File: config.mk
export PLATFORM = sky130hd
export DESIGN_NAME = lsp_cb5_dequant
export DESIGN_NICKNAME = d
export VERILOG_FILES = /design/src/rtl/lsp_cb5_dequant.sv
export SDC_FILE = /design/constraint.sdc
export NUM_CORES = 1
export LEC_CHECK = 0
export BUFFER_PORTS_ARGS = -buffer_cell sky130_fd_sc_hd__buf_2
export CAP_MARGIN = 20
export CORE_AREA = 3 3 149 151
export DETAILED_ROUTE_END_ITERATION = 8
export DIE_AREA = 0 0 152 154
export HOLD_SLACK_MARGIN = 0.06
export PLACE_DENSITY_LB_ADDON = 0.1
export SYNTH_ARGS = -nofsm -noshare
export SYNTH_HDL_FRONTEND = slang
export SYNTH_SLANG_ARGS = --single-unit
File: constraint.sdc
create_clock -name clk -period 7.58 [get_ports clk]
set_input_delay 1.516 -clock clk [delete_from_list [all_inputs] [get_ports clk]]
set_output_delay 1.516 -clock clk [all_outputs]
set_load 0.05 [all_outputs]
File: src/rtl/lsp_cb5_dequant.sv
// LSP codebook-5 dequantiser: cb5 index -> 1-15-16 LSP in Hz or radians.
// Three-stage pipeline; a downstream stall freezes every stage together.
module lsp_cb5_dequant #(
  parameter int          N     = 32,
  parameter logic [31:0] K_Q32 = 32'd3373259,
  parameter int          CNT_W = 16
) (
  input  logic             clk,
  input  logic             rst,
  input  logic             in_valid,
  output logic             in_ready,
  input  logic [3:0]       in_index,
  input  logic             in_last,
  input  logic             rad_mode,
  output logic             out_valid,
  input  logic             out_ready,
  output logic [N-1:0]     out_data,
  output logic             out_last,
  output logic [CNT_W-1:0] dec_count
);

  logic         stall;
  logic         v1;
  logic         m1;
  logic         l1;
  logic [N-1:0] d1;
  logic         v2;
  logic         l2;
  logic [N-1:0] d2;
  logic [N-1:0] tbl;
  logic [N-1:0] scaled;

  assign stall    = out_valid & ~out_ready;
  assign in_ready = ~stall;

  // (1100 + 100*i) Hz in 1-15-16 format
  always_comb begin
    tbl = '0;
    unique case (in_index)
      4'd0:  tbl = 32'h044C_0000;
      4'd1:  tbl = 32'h04B0_0000;
      4'd2:  tbl = 32'h0514_0000;
      4'd3:  tbl = 32'h0578_0000;
      4'd4:  tbl = 32'h05DC_0000;
      4'd5:  tbl = 32'h0640_0000;
      4'd6:  tbl = 32'h06A4_0000;
      4'd7:  tbl = 32'h0708_0000;
      4'd8:  tbl = 32'h076C_0000;
      4'd9:  tbl = 32'h07D0_0000;
      4'd10: tbl = 32'h0834_0000;
      4'd11: tbl = 32'h0898_0000;
      4'd12: tbl = 32'h08FC_0000;
      4'd13: tbl = 32'h0960_0000;
      4'd14: tbl = 32'h09C4_0000;
      4'd15: tbl = 32'h0A28_0000;
    endcase
  end

  // Hz -> rad: keep the upper word of the unsigned Q0.32 product
  assign scaled = N'((64'(d1) * 64'(K_Q32)) >> 32);

  always_ff @(posedge clk or posedge rst) begin
    if (rst) begin
      v1        <= 1'b0;
      m1        <= 1'b0;
      l1        <= 1'b0;
      d1        <= '0;
      v2        <= 1'b0;
      l2        <= 1'b0;
      d2        <= '0;
      out_valid <= 1'b0;
      out_last  <= 1'b0;
      out_data  <= '0;
    end else if (!stall) begin
      v1 <= in_valid;
      if (in_valid) begin
        d1 <= tbl;
        m1 <= rad_mode;
        l1 <= in_last;
      end
      v2        <= v1;
      d2        <= m1 ? scaled : d1;
      l2        <= l1;
      out_valid <= v2;
      out_data  <= d2;
      out_last  <= l2;
    end
  end

  always_ff @(posedge clk or posedge rst) begin
    if (rst) begin
      dec_count <= '0;
    end else if (out_valid && out_ready && !(&dec_count)) begin
      dec_count <= dec_count + 1'b1;
    end
  end

endmodule

; ---- After elaboration in Yosys (flattened, before gate mapping)
; Memories as Yosys holds them, arrays and structs flattened. A register that Yosys moved wholly into a read port is not among the register bits.
; Index checks and enable logic that the tools add are counted.
[classes]
n_addsub = 1
n_mul = 1
div_mod_pow = 0
n_lt_le_gt_ge = 0
eq_ne = 0
shifts = 0
muxes = 1
bitwise = 3
n_reduce_logical = 5
[ops]
columns = operator, n
row1 = 32-bit by 22-bit multiplier with 54-bit output (second input constant), 1
row2 = 32-bit two-way mux, 1
row3 = 16-bit by 1-bit adder with 16-bit output (second input constant), 1
row4 = 16-bit AND reduction, 1
row5 = 1-bit logical AND, 2
row6 = 1-bit NOT, 2
row7 = 2-bit AND reduction, 1
row8 = 1-bit AND, 1
row9 = 1-bit logical NOT, 1
[totals]
ff_bits = 119
latch_bits = 0
ramBits = 0
mem_bits_ro = 160
in_bits = 10
out_inout_bits = 51
wordCells = 23
n_memories = 1
[mem_list]
columns = name, words, width, read_ports, rd_clocked_by_memory_dff, wr, line_no
row1 = (no name shown), 16, 10, 1, 1, 0, 39  ; unique case (in_index)

; ---- Longest topological paths before layout
; Gate-level depths: netlist of run 1.
[depth]
word_depth = 4
mapped_depth = 22
mapped_depth_nobuf = 21

; ---- Worst setup path after synthesis of run 1
; No wires, ideal clock.
[synth_path]
path_kind = register to register
start = register d1[22]
end = register d2[16]
setup_time_ns = 0.121
arrival_time_ns = 5.200
required_time_ns = 7.459
path_slack_ns = 2.259
stages_incl_launch_ff = 20
path_buffers = 0
synth_period_minus_slack_ns = 5.321
cell_sequence = dfrtp_1 ha_1 xor2_1 ha_1 inv_1 fa_1 inv_1 ha_1 fa_1 fa_1 ha_1 ha_1 o211ai_1 nor2_1 a221oi_2 o211ai_1 a221o_2 a211oi_4 xor2_1 o21ai_1
[synth_between]
elab_chain_cells = 2
[synth_lines]
columns = element, line_no
row1 = start: declaration, 26  ; logic [N-1:0] d1;
row2 = 32-bit by 22-bit multiplier with 54-bit output, 60  ; assign scaled = N'((64'(d1) * 64'(K_Q32)) >> 32);
row3 = 32-bit two-way mux, 82  ; d2 <= m1 ? scaled : d1;
row4 = end signal: assignment, 82
row5 = end: declaration, 29  ; logic [N-1:0] d2;
; Every way passes these cells.
; A chain may end at the register's enable or synchronous reset.

; ---- Worst setup path after layout of run 1
[layout_path]
start = register d1[19]
end = register d2[16]
; Same word-level chain as after synthesis.

==> metrics, run 1 <==
status finished clean; vias in the first global route 5,848; total CTS buffers 9; critical path's largest stage delay 0.62 ns; relative slew slack between 40 and 50%; period utilization about 78%; CTS root buf clkbuf_16; post-synthesis register bit count 89; clock latency at the later pin of the worst-skew pair around 0.35 ns; Multi-input gate area ~5500 um^2; Sum Neg Setup Slack 0 ns; cell family contributing the most delay on the critical path adder cells; CP endpoint kind flip-flop; wire length per cell 14.9 um; Hold-fix buffers, CTS 0; asr flop ratio synth 100%; DR vias 5,801; # setup viols final 0; Final ANT Viol Nets 0; ANT cells 0; HP Class flip-flop to flip-flop; min cycle time layout 5.90 ns; Core Area 21,000 um^2; sequential fraction of the synthesis area 26.6%; layout cells sized above 1 between 9 and 10%; Die H roughly 150 um; register clock-pin slew on the reported worst setup and hold paths 0.07 ns; Worst path slowest cell dfrtp_1; RSZ-0062 raised after global routing false; crit-path max FO 9; first-pass GRT wire length 30,400 um; path type of the worst setup path flip-flop to flip-flop; Hold Vio Cnt, Final 0; antenna violations before repair 0; worst slew pin tran 0.812 ns; mapped cell area ~8400 um^2; GRT Overall Usage 15.9%; max-slew violations 0; Worst Path Arrival 6.09 ns; Yosys cell types 52; DRC errors left 0; syn avg cell area 9.64 um^2; Die Width roughly 150 um; cells along the critical path ha_1, xor2_1, ha_1, ha_1, ha_1, inv_1, fa_1, inv_1, fa_1, ha_1, ha_1, a211oi_1, o21ai_1, a221oi_2, o211ai_1, a221o_2, a211oi_4, xor2_1, o21ai_1; setup skew after layout 0.0124 ns; vias per cell 4.85; DP HPWL around 14,000 um; RePlAce Congestion 0.837; Placed Instance Area 8910 um^2; FF/Latch Area 2230 um^2; prevailing post-synth register cell dfrtp_1; synthesized instance count 867; Iteration-0 DRC Markers 235; number of synthesis warnings 0; area delta synth->final 10.3%; TritonCTS clock tree yes; largest net degree at the start of global routing between 70 and 80; most frequent CP cell ha_1; setup bufs post-CTS 0; H-tree Lvls 3; I/O pins 61; PostCTS Resize Cnt 0; nets between 1,000 and 1,500; number of fill cells 2,116; Register-to-Register Setup Slack about 1.7 ns; clk sinks 89; drt total wl about 18,000 um; Site Rows 53; Initial Utilization 39.9%; WP buf/inv 2; Clock Tree Buf Depth 2; Post-synth EDFFs 0; startpoint types flip-flop; Worst Path Required 7.78 ns; PortBufs 56; drt first pass iters 4; Finished Cell Area about 9200 um^2; max cap viols 0; Achievable Freq approximately 0.17 GHz; GRT Residual Overflow 0; area of the die 23,400 um^2
-- area by class of cell --
type                       count  share of cell area [%]
sequential                    89                    24.1
tap                          275                    3.73
clock buffer                   9                    2.44
clock inverter                 7                   0.936
timing repair buffer          60                    3.36
multi-input combinational    627                    60.1
inverter                     130                    5.32
-- flip-flops by register name, summed over array words and instances, names as in the netlist --
signal,cells
dec_count,16
out_data,28
d1,10
v1,1
v2,1
out_last,1
out_valid,1
l1,1
d2,28
m1,1
l2,1
-- per-stage QoR --
step	utilization, %	cells	worst slack [ns]	hold WS, ns
6_report	44.0	1197	1.68	0.453
5_1_grt	44.0	1197	1.34	0.482
4_1_cts	44.0	1197	1.65	0.458
3_5_place_dp	42.5	1181	1.69	0.450
3_3_place_gp	42.5	1181	1.75	0.445
2_1_floorplan	-	870	2.26	0.430
-- logic make-up after synthesis --
family / share of synthesized area (%)
other: 0.0448
DFF: 26.6
adders and majority gates: 40.3
and+or+nand+nor: 12.1
muxes: 0.524
buffers and inverters: 7.33
AOI/OAI and AO/OA: 8.78
xor gates and xnor gates: 4.29
-- final timing paths --
path | cells after the start | end | startpoint
setup / recovery | 19 | d2[16] | d1[19]
hold / removal | 1 | out_valid | v2
setup reg to reg | 19 | d2[16] | d1[19]
hold reg to reg | 1 | out_valid | v2
max in group asynchronous | 3 | l2 | rst
min in group asynchronous | 2 | out_data[12] | rst
-- synthesized netlist by cell type, types with 3 or more instances --
| library cell | instances | area share [%] |
|---|---|---|
| a21oi_1 | 26 | 1.6 |
| o31ai_1 | 10 | 0.90 |
| dfrtp_1 | 89 | 27 |
| and2_1 | 3 | 0.22 |
| xnor2_1 | 22 | 2.3 |
| nand2_1 | 151 | 6.8 |
| mux2_2 | 3 | 0.40 |
| a21o_1 | 15 | 1.3 |
| o21ai_0 | 31 | 1.9 |
| inv_1 | 130 | 5.8 |
| nor4_1 | 3 | 0.22 |
| buf_4 | 4 | 0.36 |
| nor3b_1 | 4 | 0.36 |
| xor2_1 | 19 | 2.0 |
| ha_1 | 175 | 26 |
| nor2_1 | 22 | 0.99 |
| a211oi_1 | 6 | 0.54 |
| clkbuf_1 | 16 | 0.72 |
| and3_1 | 7 | 0.52 |
| nand2b_1 | 5 | 0.37 |
| nor3_1 | 5 | 0.30 |
| nand4_1 | 13 | 0.97 |
| a31oi_1 | 3 | 0.22 |
| nand3_1 | 10 | 0.60 |
| fa_1 | 59 | 14 |
-- layout by cell type (no fill, tap or decap), types with 3 or more instances in the layout --
cell,synthesis,final
a21oi_1,26,26
nand3_1,10,10
nor2_1,22,22
and2_1,3,3
inv_6,0,3
nand4_1,13,13
conb_1,1,4
dfrtp_1,89,89
buf_4,4,4
nor3b_1,4,4
nor4_1,3,3
a211oi_1,6,6
and3_1,7,7
nor3_1,5,5
nand2b_1,5,5
a31oi_1,3,3
o31ai_1,10,10
nand2_1,151,151
buf_2,0,56
xor2_1,19,19
inv_1,130,129
a21o_1,15,15
ha_1,175,175
mux2_2,3,3
clkbuf_16,0,9
xnor2_1,22,22
fa_1,59,59
o21ai_0,31,31
-- layer usage --
metal  track usage [%]  vias up  wire (um)
met5                 0        -          0
met2              24.9       75       8120
met3              2.31       11        522
met4              4.15        0        233
li1                  -     2960          -
met1              23.3     2755       8940
Power of run 1 is not shown: default switching activity piles up to over one toggle a cycle in this logic, so the estimate is an artifact.
==> inputs of run 2 (changes only) <==
==> constraint.sdc (replaced) <==
create_clock -name clk -period 5.5 [get_ports clk]
set_input_delay 1.1 -clock clk [delete_from_list [all_inputs] [get_ports clk]]
set_output_delay 1.1 -clock clk [all_outputs]
set_load 0.05 [all_outputs]
==> run 2 against run 1 <==
  * Non-clock buffer count is 74 higher
  * Global-route usage rose by 0.31 points
  * Core utilization up 6.4 points
  * Cell area is 15% higher
  * Worst setup slack worse by 1.5 ns
  * Cell count grew 6.2%
==> metrics, run 2 (same netlist as run 1, synthesis figures left out) <==
status finished clean; startpoint types flip-flop; # setup viols final 0 (unchanged); vias per cell 4.82 (-0.48%); Placed Instance Area 9350 um^2 (+4.9%); clk sinks 89 (unchanged); R2R Path Start d1[22]; Die H 154 um (unchanged); DR vias 6,130 (+5.7%); Hold Crit Start v2; Worst Path Arrival 5.60 ns (-0.49 ns); cells along the critical path buf_6, ha_4, buf_6, fa_1, inv_2, fa_1, inv_1, fa_1, inv_1, fa_1, inv_2, ha_4, ha_4, ha_4, nand3_4, nor4_4, a221o_2, a211oi_4, or4b_1, nand3_1; period utilization 96.8% (+19 points); I/O pins 61 (unchanged); area delta synth->final 26.4%; Worst path slowest cell fa_1; Multi-input gate area 6310 um^2 (+14%); Iteration-0 DRC Markers 202 (-14%); crit-path max FO 4 (-5); CP endpoint kind flip-flop; largest net degree at the start of global routing 71 (-1.4%); HP Class flip-flop to flip-flop; layout cells sized above 1 26.1% (+16 points); antenna violations before repair 1 (+1); RR Endpoint d2[17]; relative slew slack 50.0% (+4.2 points); DP HPWL 15,100 um (+4.3%); Initial Utilization 39.9% (unchanged); nets 1,235 (+6.4%); Site Rows 53 (unchanged); vias in the first global route 6,036 (+3.2%); Sum Neg Setup Slack 0 ns (unchanged); first-pass GRT wire length 31,000 um (+2.1%); Die Width 152 um (unchanged); min cycle time layout 5.32 ns (-0.573 ns); Final ANT Viol Nets 0 (unchanged); area of the die 23,400 um^2 (unchanged); Worst Hold Depth 2 (+1); dpl cells 1,239 (+4.9%); Hold Path End v2; Register-to-Register Setup Slack 0.18 ns (-1.51 ns); Core Area 21,000 um^2 (unchanged); FF/Latch Area 2230 um^2 (+0.34%); GRT Residual Overflow 0 (unchanged); RePlAce Congestion 0.843 (+0.73%); Achievable Freq 0.188 GHz (+11%); Clock Tree Buf Depth 2 (unchanged); commonest non-fill, non-tap cell in the layout nand2_1; register clock-pin slew on the reported worst setup and hold paths 0.07 ns (about the same); clock latency at the later pin of the worst-skew pair 0.36 ns (about the same); drt total wl 19,100 um (+7.1%); Reg2Reg Depth 20 (+1); worst slew pin tran 0.748 ns (-0.0647 ns); max cap viols 0 (unchanged); setup skew after layout 0.0139 ns (+0.00151 ns); H-tree Lvls 3 (unchanged); DRC errors left 0 (unchanged); Hold Vio Cnt, Final 0 (unchanged); Finished Cell Area 10,600 um^2 (+15%); TritonCTS clock tree yes; CTS root buf clkbuf_16; drt first pass iters 4 (unchanged); Worst Path Required 5.78 ns (-2.00 ns); Layout Cells excl Fill 1,271 (+6.2%); wire length per cell 15.0 um (+0.88%); commonest cells after routing, fill and taps aside nand2_1 (150), ha_1 (122), inv_1 (118), dfrtp_1 (83), buf_4 (70); Regs by FF count d2 (28), out_data (28), dec_count (16); max-slew violations 0 (unchanged); PortBufs 56 (unchanged); total CTS buffers 9 (unchanged); ANT cells 0 (unchanged); critical path's largest stage delay 0.52 ns (-0.10 ns); path type of the worst setup path flip-flop to flip-flop; GRT Overall Usage 16.2% (+0.31 points); number of fill cells 2,007 (-5.2%)
[run 2: cell types whose count changed in the layout (fill, tap and decap cells not counted), sizes merged]
cell / delta
clkinv: -2
bufinv: -1
clkinvlp: +3
buf: +74
[run 2: worst max-delay path: cells and delay by family, from the launching register on]
kind,cells,cell delay [ns]
DFF,1,0.45
and+or+nand+nor,4,0.99
buffers and inverters,6,0.45
AOI/OAI and AO/OA,2,0.41
adders and majority gates,8,2.95
[run 2: metal layers]
layer  GRT usage [%]  part of all wire (%)  up-vias
met1            23.6                    50     2951
met4            3.68                   1.3        0
met3            2.17                   1.9       12
met5               0                     0        -
li1                -                     -     3102
met2            25.9                    47       65
[run 2: how the worst max path moves through the flow]
stage,cells past startpoint,slack (ns),to,startpoint
2_1_floorplan,19,0.18,d2[16],d1[22]
3_3_place_gp,20,-0.24,d2[19],d1[20]
3_5_place_dp,20,-0.24,d2[19],d1[20]
4_1_cts,19,0.01,d2[17],d1[26]
5_1_grt,21,-0.05,d2[16],d1[22]
6_report,20,0.18,d2[17],d1[22]
[run 2: repair_timing]
action / CTS / global route
pin swaps: 12 / 45
resized for setup: 29 / 95
buffers inserted: 4 / 13
endpoints found under the setup margin: 12 / 15
hold buffers: 0 / 0
gates cloned: 0 / 0
[run 2: cell type report]
class,count,share of cell area (%)
flip-flops and latches,89,21.1
repair buffers,134,8.47
multi-input cells,627,59.7
clock buffers,9,2.13
inverters,130,4.64
clock inverters,7,0.663
well taps,275,3.25
[run 2: metrics by stage]
stage	hold slack [ns]	utilization, %	setup WS (ns)
finish	0.461	50.5	0.176
CTS	0.463	47.1	0.0117
global placement	0.445	44.6	-0.243
floorplan	0.430	-	0.179
detailed placement	0.450	44.6	-0.238
global route	0.488	50.5	-0.0508
Power of run 2 is left out for the same reason.
==> inputs of run 3 (changes only) <==
--- a/config.mk
+++ b/config.mk
@@ -5,11 +5,12 @@
 export SDC_FILE = /design/constraint.sdc
 export NUM_CORES = 1
 export LEC_CHECK = 0
+export ABC_AREA = 1
 export BUFFER_PORTS_ARGS = -buffer_cell sky130_fd_sc_hd__buf_2
 export CAP_MARGIN = 20
-export CORE_AREA = 3 3 149 151
+export CORE_AREA = 3 3 157 159
 export DETAILED_ROUTE_END_ITERATION = 8
-export DIE_AREA = 0 0 152 154
+export DIE_AREA = 0 0 160 162
 export HOLD_SLACK_MARGIN = 0.06
 export PLACE_DENSITY_LB_ADDON = 0.1
 export SYNTH_ARGS = -nofsm -noshare
==> run 3 against run 2 <==
  * Flip-flop and latch count unchanged
  * Wire length up 21%
  * Clock skew about the same
  * Clock-buffer cell count up 1
  * Critical path type unchanged
  * Critical endpoint is now d2[18]
==> metrics, run 3 <==
Sum Neg Setup Slack 0 ns (unchanged); Worst Path Required 5.74 ns (-0.04 ns); vias per cell 4.67 (-3.1%); period utilization 95.3% (-1.5 points); Post-synth EDFFs 0 (unchanged); Hold Vio Cnt, Final 0 (unchanged); GRT Residual Overflow 0 (unchanged); prevailing post-synth register cell dfrtp_1; Site Rows 56 (+5.7%); register clock-pin slew on the reported worst setup and hold paths 0.07 ns (about the same); max cap viols 0 (unchanged); setup bufs post-CTS 0 (-4); Final ANT Viol Nets 0 (unchanged); number of synthesis warnings 0 (unchanged); Yosys cell types 38 (-27%); min cycle time layout 5.24 ns (-0.0825 ns); area delta synth->final 11.4%; most common cell in the netlist nand2_1; TritonCTS clock tree yes; area of the die 25,900 um^2 (+11%); max-slew violations 0 (unchanged); syn avg cell area 7.90 um^2 (-18%); post-synthesis register bit count 89 (unchanged); # setup viols final 0 (unchanged); commonest non-fill, non-tap cell in the layout nand2_1; Initial Utilization 39.8% (-0.15 points); mapped cell area 9300 um^2 (+11%); clk sinks 89 (unchanged); drt total wl 23,100 um (+21%); relative slew slack 39.8% (-10 points); PortBufs 56 (unchanged); post-synth top area share 23.9% (-2.7 points); drt first pass iters 5 (+1); largest net degree at the start of global routing 67 (-5.6%); worst slew pin tran 0.902 ns (+0.154 ns); CP endpoint kind flip-flop; commonest cells after routing, fill and taps aside nand2_1 (331), inv_1 (226), ha_1 (173), dfrtp_1 (86), nor2_1 (65); Clock Tree Buf Depth 2 (unchanged); Post-synth top cells nand2_1 (331), inv_1 (228), ha_1 (175); Regs by FF count d2 (28), out_data (28), dec_count (16); Achievable Freq 0.191 GHz (+1.6%); Die Width 160 um (+5.3%); Core Area 23,400 um^2 (+12%); clock latency at the later pin of the worst-skew pair 0.35 ns (about the same); first-pass GRT wire length 38,200 um (+23%); H-tree Lvls 3 (unchanged); HP Class flip-flop to flip-flop; startpoint types flip-flop; DRC errors left 0 (unchanged); Layout Cells excl Fill 1,567 (+23%); asr flop ratio synth 100% (unchanged); DP HPWL 19,300 um (+28%); ANT cells 0 (unchanged); DR vias 7,324 (+19%); PostCTS Resize Cnt 0 (-100%); vias in the first global route 7,352 (+22%); total CTS buffers 9 (unchanged); GRT Overall Usage 18.5% (+2.2 points); synthesized instance count 1,177 (+36%); CTS root buf clkbuf_16; sequential fraction of the synthesis area 23.9% (-2.7 points); Iteration-0 DRC Markers 471 (+130%); Register-to-Register Setup Slack 0.26 ns (+0.08 ns); Synth area leader dfrtp_1; Die H 162 um (+5.2%); layout cells sized above 1 10.4% (-16 points); setup skew after layout 0.0139 ns (+0.0000267 ns); Worst Path Arrival 5.48 ns (-0.12 ns); RSZ-0062 raised after global routing false; Hold-fix buffers, CTS 0 (unchanged); crit-path max FO 5 (+1); nets 1,487 (+20%); status finished clean; Synth area leaders dfrtp_1 (24%), ha_1 (24%), nand2_1 (13%); RePlAce Congestion 0.877 (+4.1%); I/O pins 61 (unchanged); wire length per cell 14.8 um (-1.6%); dpl cells 1,551 (+25%); antenna violations before repair 0 (-1); path type of the worst setup path flip-flop to flip-flop
-- run 3: cell types whose count changed after synthesis, moves of 11 or more --
cell	change
nor2_1	+46
a21o_1	-11
xnor2_1	-16
clkbuf_1	-11
inv_1	+98
nand2_1	+180
nand3_1	+30
-- run 3: metrics by stage --
| stage | util [%] | instance area, um^2 | hold WS [ns] | setup WS (ns) |
|---|---|---|---|---|
| 6_report | 44.3 | 10400 | 0.473 | 0.259 |
| 5_1_grt | 44.3 | 10400 | 0.495 | 0.00416 |
| 4_1_cts | 44.1 | 10300 | 0.478 | 0.0225 |
| 3_5_place_dp | 42.8 | 10000 | 0.459 | 0.0745 |
| 3_3_place_gp | 42.8 | 10000 | 0.456 | 0.133 |
| 2_1_floorplan | - | 9320 | 0.440 | 0.626 |
-- run 3: layout make-up --
type / count / area [um^2]
clock buffers: 10 / 239
inverters: 232 / 872
multi-input cells: 839 / 6150
repair buffers: 72 / 400
well taps: 319 / 399
clock inverters: 6 / 72.6
fillers: 2464 / 13000
flip-flops and latches: 89 / 2230
-- run 3: routing by layer --
layer  track usage, %  wire length [um]  vias to the layer above
li1                 -                 -                     3781
met3             2.40               582                       24
met5                0                 0                        -
met4             5.05               529                        0
met2             29.8             10500                       92
met1             26.2             11500                     3427
-- run 3: worst paths after layout --
check                                  from      endpoint  depth (start not counted)
max in group asynchronous               rst        d1[19]                          3
worst min register to register  out_data[4]   out_data[4]                          2
worst max register to register       d1[26]        d2[18]                         23
worst min-delay path            out_data[4]   out_data[4]                          2
worst max-delay path                 d1[26]        d2[18]                         23
min in group asynchronous               rst  out_data[22]                          2
-- run 3: cells by family after synthesis --
group | Yosys count | synth area share [%]
simple gates | 479 | 21.2
fa+ha+maj | 234 | 36.2
compound gates | 101 | 6.01
xor+xnor | 21 | 1.98
buf+inv | 252 | 10.6
flops | 89 | 23.9
other cells | 1 | 0.0403
-- run 3: worst max-delay path: stages (launching register included) --
cell and delay [ns]:
dfrtp_2 0.46, inv_2 0.14, ha_1 0.24, inv_1 0.17
fa_1 0.43, fa_1 0.50, fa_1 0.55, inv_1 0.06
fa_1 0.54, inv_1 0.04, ha_1 0.29, ha_1 0.30
ha_1 0.37, nand2_1 0.17, inv_1 0.06, nand2_1 0.07
and2_1 0.14, nand2_1 0.10, a21oi_1 0.18, nand2_1 0.07
nand2_1 0.05, nand3_1 0.06, nand2_1 0.08, nand2_1 0.04
Power of run 3 is left out for the same reason.
